### config.mk
export PLATFORM = sky130hd
export DESIGN_NAME = rf_write_arbiter
export DESIGN_NICKNAME = d
export VERILOG_FILES = /design/src/rtl/rf_arb_pkg.sv /design/src/rtl/rf_wr_fifo.sv /design/src/rtl/rf_write_arbiter.sv
export SDC_FILE = /design/constraint.sdc
export NUM_CORES = 1
export LEC_CHECK = 0
export ABC_AREA = 1
export CAP_MARGIN = 10
export CELL_PAD_IN_SITES_DETAIL_PLACEMENT = 1
export CELL_PAD_IN_SITES_GLOBAL_PLACEMENT = 2
export CORE_MARGIN = 1.5
export CORE_UTILIZATION = 34
export DETAILED_ROUTE_END_ITERATION = 8
export PLACE_DENSITY = 0.85
export SYNTH_ARGS = -nofsm -noshare
export SYNTH_HDL_FRONTEND = slang
export SYNTH_HIERARCHICAL = 1
export SYNTH_SLANG_ARGS = --single-unit
export TNS_END_PERCENT = 50
### constraint.sdc
create_clock -name clock -period 10.7 [get_ports clock]
set_clock_uncertainty 0.1 [all_clocks]
set_input_delay 1.605 -clock clock [delete_from_list [all_inputs] [get_ports clock]]
set_output_delay 1.605 -clock clock [all_outputs]
set_load 0.05 [all_outputs]
### src/rtl/rf_arb_pkg.sv
// Shared types and constants for the register-file write arbiter.
// Entries carry a 3-bit push-order stamp so same-register writes retire in order.
package rf_arb_pkg;

    localparam int DATA_W  = 64;
    localparam int ADDR_W  = 6;
    localparam int NREG    = 32;
    localparam int XZR_IDX = 31;
    localparam int SEQ_W   = 3;

    typedef struct packed {
        logic [ADDR_W-1:0] wr_reg;
        logic [DATA_W-1:0] data;
        logic [SEQ_W-1:0]  seq;
    } rf_wr_entry_t;

    typedef enum logic {
        CH_A = 1'b0,
        CH_B = 1'b1
    } chan_t;

    // a is older than b when b was stamped 1..3 pushes later (modulo 8)
    function automatic logic seq_older(input logic [SEQ_W-1:0] a, input logic [SEQ_W-1:0] b);
        logic [SEQ_W-1:0] diff;
        diff = b - a;
        return (diff != 3'd0) && (diff <= 3'd3);
    endfunction

endpackage

### src/rtl/rf_wr_fifo.sv
// Two-entry write buffer; slot 0 is always the head, slot 1 shifts down on pop.
// Exposes the second entry's register index so the top can build the pending vector.
module rf_wr_fifo
    import rf_arb_pkg::*;
(
    input  logic              clock,
    input  logic              reset,
    input  logic              push,
    input  rf_wr_entry_t      push_entry,
    input  logic              pop,
    output logic              full,
    output logic              empty,
    output rf_wr_entry_t      head,
    output logic              head_valid,
    output logic [ADDR_W-1:0] second_reg,
    output logic              second_valid
);

    logic [1:0]   count_q, count_d;
    rf_wr_entry_t e0_q, e0_d;
    rf_wr_entry_t e1_q, e1_d;

    always_comb begin
        count_d = count_q;
        e0_d    = e0_q;
        e1_d    = e1_q;
        unique case ({push, pop})
            2'b10: begin
                if (count_q == 2'd0) e0_d = push_entry;
                else                 e1_d = push_entry;
                count_d = count_q + 2'd1;
            end
            2'b01: begin
                e0_d    = e1_q;
                count_d = count_q - 2'd1;
            end
            2'b11: begin
                // count stays; the incoming entry lands behind whatever remains
                if (count_q == 2'd1) begin
                    e0_d = push_entry;
                end else begin
                    e0_d = e1_q;
                    e1_d = push_entry;
                end
            end
            default: ;
        endcase
    end

    always_ff @(posedge clock or posedge reset) begin
        if (reset) begin
            count_q <= '0;
            e0_q    <= '0;
            e1_q    <= '0;
        end else begin
            count_q <= count_d;
            e0_q    <= e0_d;
            e1_q    <= e1_d;
        end
    end

    assign full         = (count_q == 2'd2);
    assign empty        = (count_q == 2'd0);
    assign head         = e0_q;
    assign head_valid   = (count_q != 2'd0);
    assign second_reg   = e1_q.wr_reg;
    assign second_valid = (count_q == 2'd2);

endmodule

### src/rtl/rf_write_arbiter.sv
// Shares the register-file write port between ALU (A) and load (B) writeback,
// one write per cycle, ordering same-register writes by age and others round-robin.
module rf_write_arbiter
    import rf_arb_pkg::*;
#(
    parameter int NREG_P       = NREG,
    parameter int XZR_IDX_P    = XZR_IDX,
    parameter bit SUPPRESS_XZR = 1'b1
) (
    input  logic              clock,
    input  logic              reset,
    input  logic              a_valid,
    output logic              a_ready,
    input  logic [ADDR_W-1:0] a_reg,
    input  logic [DATA_W-1:0] a_data,
    input  logic              b_valid,
    output logic              b_ready,
    input  logic [ADDR_W-1:0] b_reg,
    input  logic [DATA_W-1:0] b_data,
    output logic              rf_wr_en,
    output logic [ADDR_W-1:0] rf_wr_reg,
    output logic [DATA_W-1:0] rf_wr_data,
    output logic [NREG_P-1:0] pending,
    output logic              idle
);

    logic              a_full, a_empty, a_hv, a_sv;
    logic              b_full, b_empty, b_hv, b_sv;
    rf_wr_entry_t      a_head, b_head, a_new, b_new;
    logic [ADDR_W-1:0] a_second_reg, b_second_reg;
    logic              a_fire, b_fire, a_push, b_push;
    logic              grant_a, grant_b;

    logic [SEQ_W-1:0]  seq_q, seq_d;
    chan_t             rr_q, rr_d;
    logic              wr_en_q, wr_en_d;
    logic [ADDR_W-1:0] wr_reg_q, wr_reg_d;
    logic [DATA_W-1:0] wr_data_q, wr_data_d;

    assign a_ready = ~a_full;
    assign b_ready = ~b_full;
    assign a_fire  = a_valid & a_ready;
    assign b_fire  = b_valid & b_ready;
    assign a_push  = a_fire & ~(SUPPRESS_XZR && (a_reg == ADDR_W'(XZR_IDX_P)));
    assign b_push  = b_fire & ~(SUPPRESS_XZR && (b_reg == ADDR_W'(XZR_IDX_P)));
    assign a_new   = '{wr_reg: a_reg, data: a_data, seq: seq_q};
    assign b_new   = '{wr_reg: b_reg, data: b_data, seq: seq_q};

    rf_wr_fifo u_fifo_a (
        .clock        (clock),
        .reset        (reset),
        .push         (a_push),
        .push_entry   (a_new),
        .pop          (grant_a),
        .full         (a_full),
        .empty        (a_empty),
        .head         (a_head),
        .head_valid   (a_hv),
        .second_reg   (a_second_reg),
        .second_valid (a_sv)
    );

    rf_wr_fifo u_fifo_b (
        .clock        (clock),
        .reset        (reset),
        .push         (b_push),
        .push_entry   (b_new),
        .pop          (grant_b),
        .full         (b_full),
        .empty        (b_empty),
        .head         (b_head),
        .head_valid   (b_hv),
        .second_reg   (b_second_reg),
        .second_valid (b_sv)
    );

    // Any non-age grant hands priority to the other channel; age grants leave it alone.
    always_comb begin
        grant_a = 1'b0;
        grant_b = 1'b0;
        rr_d    = rr_q;
        if (a_hv && b_hv) begin
            if (a_head.wr_reg == b_head.wr_reg) begin
                if (seq_older(b_head.seq, a_head.seq)) grant_b = 1'b1;
                else                                   grant_a = 1'b1;
            end else if (rr_q == CH_A) begin
                grant_a = 1'b1;
                rr_d    = CH_B;
            end else begin
                grant_b = 1'b1;
                rr_d    = CH_A;
            end
        end else if (a_hv) begin
            grant_a = 1'b1;
            rr_d    = CH_B;
        end else if (b_hv) begin
            grant_b = 1'b1;
            rr_d    = CH_A;
        end
    end

    always_comb begin
        seq_d     = (a_fire || b_fire) ? seq_q + 3'd1 : seq_q;
        wr_en_d   = grant_a | grant_b;
        wr_reg_d  = wr_reg_q;
        wr_data_d = wr_data_q;
        if (grant_a) begin
            wr_reg_d  = a_head.wr_reg;
            wr_data_d = a_head.data;
        end else if (grant_b) begin
            wr_reg_d  = b_head.wr_reg;
            wr_data_d = b_head.data;
        end
    end

    always_ff @(posedge clock or posedge reset) begin
        if (reset) begin
            seq_q     <= '0;
            rr_q      <= CH_A;
            wr_en_q   <= 1'b0;
            wr_reg_q  <= '0;
            wr_data_q <= '0;
        end else begin
            seq_q     <= seq_d;
            rr_q      <= rr_d;
            wr_en_q   <= wr_en_d;
            wr_reg_q  <= wr_reg_d;
            wr_data_q <= wr_data_d;
        end
    end

    always_comb begin
        pending = '0;
        for (int unsigned r = 0; r < NREG_P; r++) begin
            pending[r] = (a_hv    && a_head.wr_reg == ADDR_W'(r)) ||
                         (a_sv    && a_second_reg  == ADDR_W'(r)) ||
                         (b_hv    && b_head.wr_reg == ADDR_W'(r)) ||
                         (b_sv    && b_second_reg  == ADDR_W'(r)) ||
                         (wr_en_q && wr_reg_q      == ADDR_W'(r));
        end
    end

    assign rf_wr_en   = wr_en_q;
    assign rf_wr_reg  = wr_reg_q;
    assign rf_wr_data = wr_data_q;
    assign idle       = a_empty & b_empty & ~wr_en_q;

endmodule

## Yosys cells after proc, flatten, opt, wreduce, memory -nomap -nowiden

Index checks and enable logic that the tools add are counted.

- Word-level logic and storage cells: 560
- Latch bits: 0
- Memories kept: 0
- Output and inout port bits: 106
- Bits in writable memories: 0
- Bits in registers: 371
- ROM bits: 0

- Add/sub/neg operators: 6
- Divide/modulo/power cells: 0
- Reductions and logical operators: 314
- Multiply operators: 0
- Equal/unequal tests: 175
- Bitwise logic cells: 12
- Shifts and indexed selects: 0
- Mux-type cells: 33
- Order comparisons: 1

Operators with widths:

| cell | count |
|---|---|
| 2-to-1 mux 73 bit | 8 |
| equality test 6 x 5 -> 1 bit (second input constant) | 82 |
| one-hot mux 73 bit (3 select lines) | 2 |
| one-hot mux 73 bit (2 select lines) | 2 |
| equality test 6 x 4 -> 1 bit (second input constant) | 40 |
| logical AND 1 bit | 162 |
| logical OR 1 bit | 129 |
| 2-to-1 mux 64 bit | 2 |
| equality test 6 x 3 -> 1 bit (second input constant) | 20 |
| equality test 6 x 2 -> 1 bit (second input constant) | 10 |
| equality test 6 x 1 -> 1 bit (second input constant) | 5 |
| zero test 6 bit | 5 |
| 2-to-1 mux 1 bit | 15 |
| inequality test 2 bit (second input constant) | 7 |
| nonzero test 2 bit | 7 |
| equality test 2 bit (second input constant) | 6 |
| 2-to-1 mux 6 bit | 2 |
| nonzero test 3 bit | 4 |
| equality test 2 x 1 -> 1 bit (second input constant) | 4 |
| one-hot mux 2 bit (2 select lines) | 2 |
| bitwise AND 1 bit | 6 |
| equality test 6 bit | 1 |
| AND reduction 2 bit | 3 |
| AND reduction 3 bit | 2 |
| 8 further kinds | 15 |

## Depth between registers and ports, before layout

- Word-level depth: 9
- Gate-level depth with buffers: 19

## By module

The synthesis kept the hierarchy.

By module, submodules not included:

| module | area each (µm²) | times used | cells each |
|---|---|---|---|
| rf_wr_fifo | 6912.9 | 2 | 904 |
| rf_write_arbiter | 5290.1 | 1 | 804 |

## Worst setup path after synthesis

No wires, ideal clock.

- Path kind: register -> output
- Start point: register u_fifo_b.count_q[0]
- End point: output pending[4]
- Stages on the path, launching flop included: 9
- Setup slack: 6.712 ns
- Arrival: 2.283 ns
- Buffers on the path: 1
- Path through: dfrtp_1 inv_1 ha_1 inv_1 inv_1 nor3_1 buf_2 inv_1 o2111ai_1

- Word-level cells in the longest chain between the ends: 5
- Elaborated cells on any way between the ends: 7

RTL lines:

| what | RTL line | text |
|---|---|---|
| start: declaration | rf_wr_fifo.sv:19 | `logic [1:0] count_q, count_d;` |
| start signal: assignment | rf_wr_fifo.sv:56 | `count_q <= count_d;` |
| nonzero test 2 bit | rf_wr_fifo.sv:65 | `assign head_valid = (count_q != 2'd0);` |
| named net b_hv | rf_write_arbiter.sv:28 | `logic b_full, b_empty, b_hv, b_sv;` |
| logical AND 1 bit | rf_write_arbiter.sv:137 | `(b_hv && b_head.wr_reg == ADDR_W'(r)) \|\|` |
| logical OR 1 bit | rf_write_arbiter.sv:136 | `(a_sv && a_second_reg == ADDR_W'(r)) \|\|` |
| logical OR 1 bit | rf_write_arbiter.sv:137 |  |
| logical OR 1 bit | rf_write_arbiter.sv:138 | `(b_sv && b_second_reg == ADDR_W'(r)) \|\|` |
| end: declaration | rf_write_arbiter.sv:23 | `output logic [NREG_P-1:0] pending,` |

The timed path passes the listed nets, and every way through them passes these cells.

## Final worst setup path

- Start point: register u_fifo_a.count_q[0]
- End point: output pending[30]

- Word-level cells in the longest chain between the ends: 6
- Elaborated cells on any way between the ends: 8

RTL lines:

| what | RTL line | text |
|---|---|---|
| start: declaration | rf_wr_fifo.sv:19 |  |
| start signal: assignment | rf_wr_fifo.sv:56 |  |
| nonzero test 2 bit | rf_wr_fifo.sv:65 |  |
| named net a_hv | rf_write_arbiter.sv:27 | `logic a_full, a_empty, a_hv, a_sv;` |
| logical AND 1 bit | rf_write_arbiter.sv:135 | `pending[r] = (a_hv && a_head.wr_reg == ADDR_W'(r)) \|\|` |
| logical OR 1 bit | rf_write_arbiter.sv:135 |  |
| logical OR 1 bit | rf_write_arbiter.sv:136 |  |
| logical OR 1 bit | rf_write_arbiter.sv:137 |  |
| logical OR 1 bit | rf_write_arbiter.sv:138 |  |

The timed path passes the listed nets, and every way through them passes these cells.

==> results.ini <==
[worst_setup_path]
reg2reg_slack_ns = 5.62
critPathArrivalTime_ns = 4.54
r2r_start = u_fifo_a/count_q[0]$_DFFE_PP0P_
cp-end-kind = output pin
crit_fanout = 80
worstSetupPathType = reg -> out
timing.rr.end = u_fifo_a/head[6]$_DFFE_PP0P_
required_ns = 9.00
cp-start-kind = flip-flop
r2r_cells = 14

[worst_hold_path]
hold-path-endpoint = u_fifo_a/e1_q[40]$_DFFE_PP0P_
hp-class = reg -> reg
min_path_cells = 2
min-delay-start = u_fifo_a/e1_q[40]$_DFFE_PP0P_

[finish]
layout_commonest_cell = nand2_1
area_growth_pct = 22.6
fin_nets = 2922
nFillCells = 6846
drive_gt1_frac = 0.0462
final_cell_mix = nand2_1 (1246), nand3_1 (508), dfrtp_1 (371)
diodes = 0

[sta]
period_share = 0.584
rsz0062_at_grt = no
relSlewSlack = 0.138
period_needed_ns = 6.25
clock.fmax_ghz = 0.160
finalHoldViolCount = 0
tns_ns = 0
worstMarginPinSlew_ns = 1.29
setup_viol = 0
slew_violations = 0

[yosys]
ys_warn_count = 6
synth.net_count = 2775
ys_ff_latch = 371
synth_area_per_cell_um2 = 7.32
syn_area_um2 = 19100
synth_top_area_cell = dfrtp_1
ys_seq_area_frac = 0.486
yosysTopAreaCellShare = 0.486
syn_inst = 2612
ys_types = 31
yosys-top-cells-area = dfrtp_1 (49%), nand2_1 (25%), nand3_1 (13%)

[clock_network]
cts-hold-fix-buffers = 0
cts_sinks = 371
numCtsBuffers = 44
cts.clk_slew.worst_paths_ns = 0.06
clockBufferDepth = 3
cts_tree = built
ctsResizeCount = 0
cts_root_buf = clkbuf_16
htree_num_levels = 2
clock_latency_ns = 0.59
post-cts-setup-buffers = 0

[floorplanning]
start_util = 0.346
die_w_um = 240
die-height_um = 240
core_um2 = 55300
dieArea_um2 = 57700
pin_count = 250
rows = 86

[route]
drc = 0
wl_per_cell_um = 21.9
dr_total_vias = 18600
firstDrtPassIters = 7
drtIter0Drc = 1374
postRouteAntennaNets = 0
via_per_inst = 5.26
wl_um = 77400

[grt]
grt_use_total = 0.268
grt_pass1_vias = 19000
overflow = 0
grt_max_degree = 97
grt_antenna_before_repair = 2
grt_pass1_wl_um = 118000

[flow_run]
drv_cap = 0

[status]
status = complete, no violations

[placement]
gp_congestion = 0.914
dp_hpwl_um = 52700
io_buffers = 249

through the flow:
step / hold WS [ns] / setup slack [ns] / util / cells / cell area (um^2)
3_3_place_gp: 0.354 / 4.95 / 0.397 / 3458 / 22000
5_1_grt: 0.388 / 4.30 / 0.424 / 3538 / 23400
4_1_cts: 0.373 / 4.49 / 0.423 / 3535 / 23400
3_5_place_dp: 0.359 / 4.79 / 0.397 / 3458 / 22000
6_report: 0.370 / 4.45 / 0.424 / 3538 / 23400
2_1_floorplan: 0.342 / 5.02 / - / 2612 / 19100
area by class of cell:
class	instances	area (um^2)	area share
clock buffers	62	1270	0.0542
clock inverters	15	150	0.00641
inverters	81	315	0.0135
multi-input cells	1980	8710	0.372
flip-flops and latches	371	9280	0.396
well taps	748	936	0.0399
repair buffers	281	2770	0.118
cell usage after synthesis, drive strengths merged:
library cell	number
or2	2
nor3	4
o211ai	12
o21ai	6
mux2	1
a21oi	21
xor2	3
o2111ai	20
inv	81
buf	130
dfrtp	371
nand2	1250
nor3b	4
fa	1
ha	18
nand3	510
nor2	106
a221oi	12
o22ai	1
clkbuf	50
xnor2	3
a311oi	2
a22oi	4
worst max-delay path, cell delays in order, from the launching register on:
cell	delay (ns)
dfrtp_1	0.41
inv_1	0.10
ha_1	0.25
inv_2	0.06
buf_4	0.72
nand3_1	0.80
o2111ai_1	0.71
clkdlybuf4s50_1	0.91
layer usage:
metal  track usage  up-vias  part of all wire
met5             0        -           0.00027
met4        0.0608        4             0.018
met3        0.0454       93             0.055
met2         0.396      477              0.43
met1         0.407     9386              0.49
li1              -     8636                 -
worst max path at each step:
stage / cells past startpoint / end / slack [ns] / startpoint
CTS: 8 / pending[19] / 4.49 / u_fifo_b/count_q[0]$_DFFE_PP0P_
global placement: 10 / u_fifo_a/head[26]$_DFFE_PP0P_ / 4.95 / a_reg[5]
finish: 7 / pending[30] / 4.45 / u_fifo_a/count_q[0]$_DFFE_PP0P_
floorplan: 1 / u_fifo_a/count_q[0]$_DFFE_PP0P_ / 5.02 / reset
detailed placement: 10 / u_fifo_a/head[4]$_DFFE_PP0P_ / 4.79 / a_reg[5]
global route: 7 / pending[30] / 4.30 / u_fifo_a/count_q[0]$_DFFE_PP0P_
kinds of logic after synthesis:
logic type	count (synthesis)	synth area share
DFF	371	0.486
buffers and inverters	261	0.0641
and+or+nand+nor	1876	0.405
muxes	1	0.000589
xor gates and xnor gates	6	0.00275
AOI/OAI and AO/OA	78	0.0293
adders and majority gates	19	0.0128
Power is not shown: default switching activity piles up to over one toggle a cycle in this logic, so the estimate is an artifact.
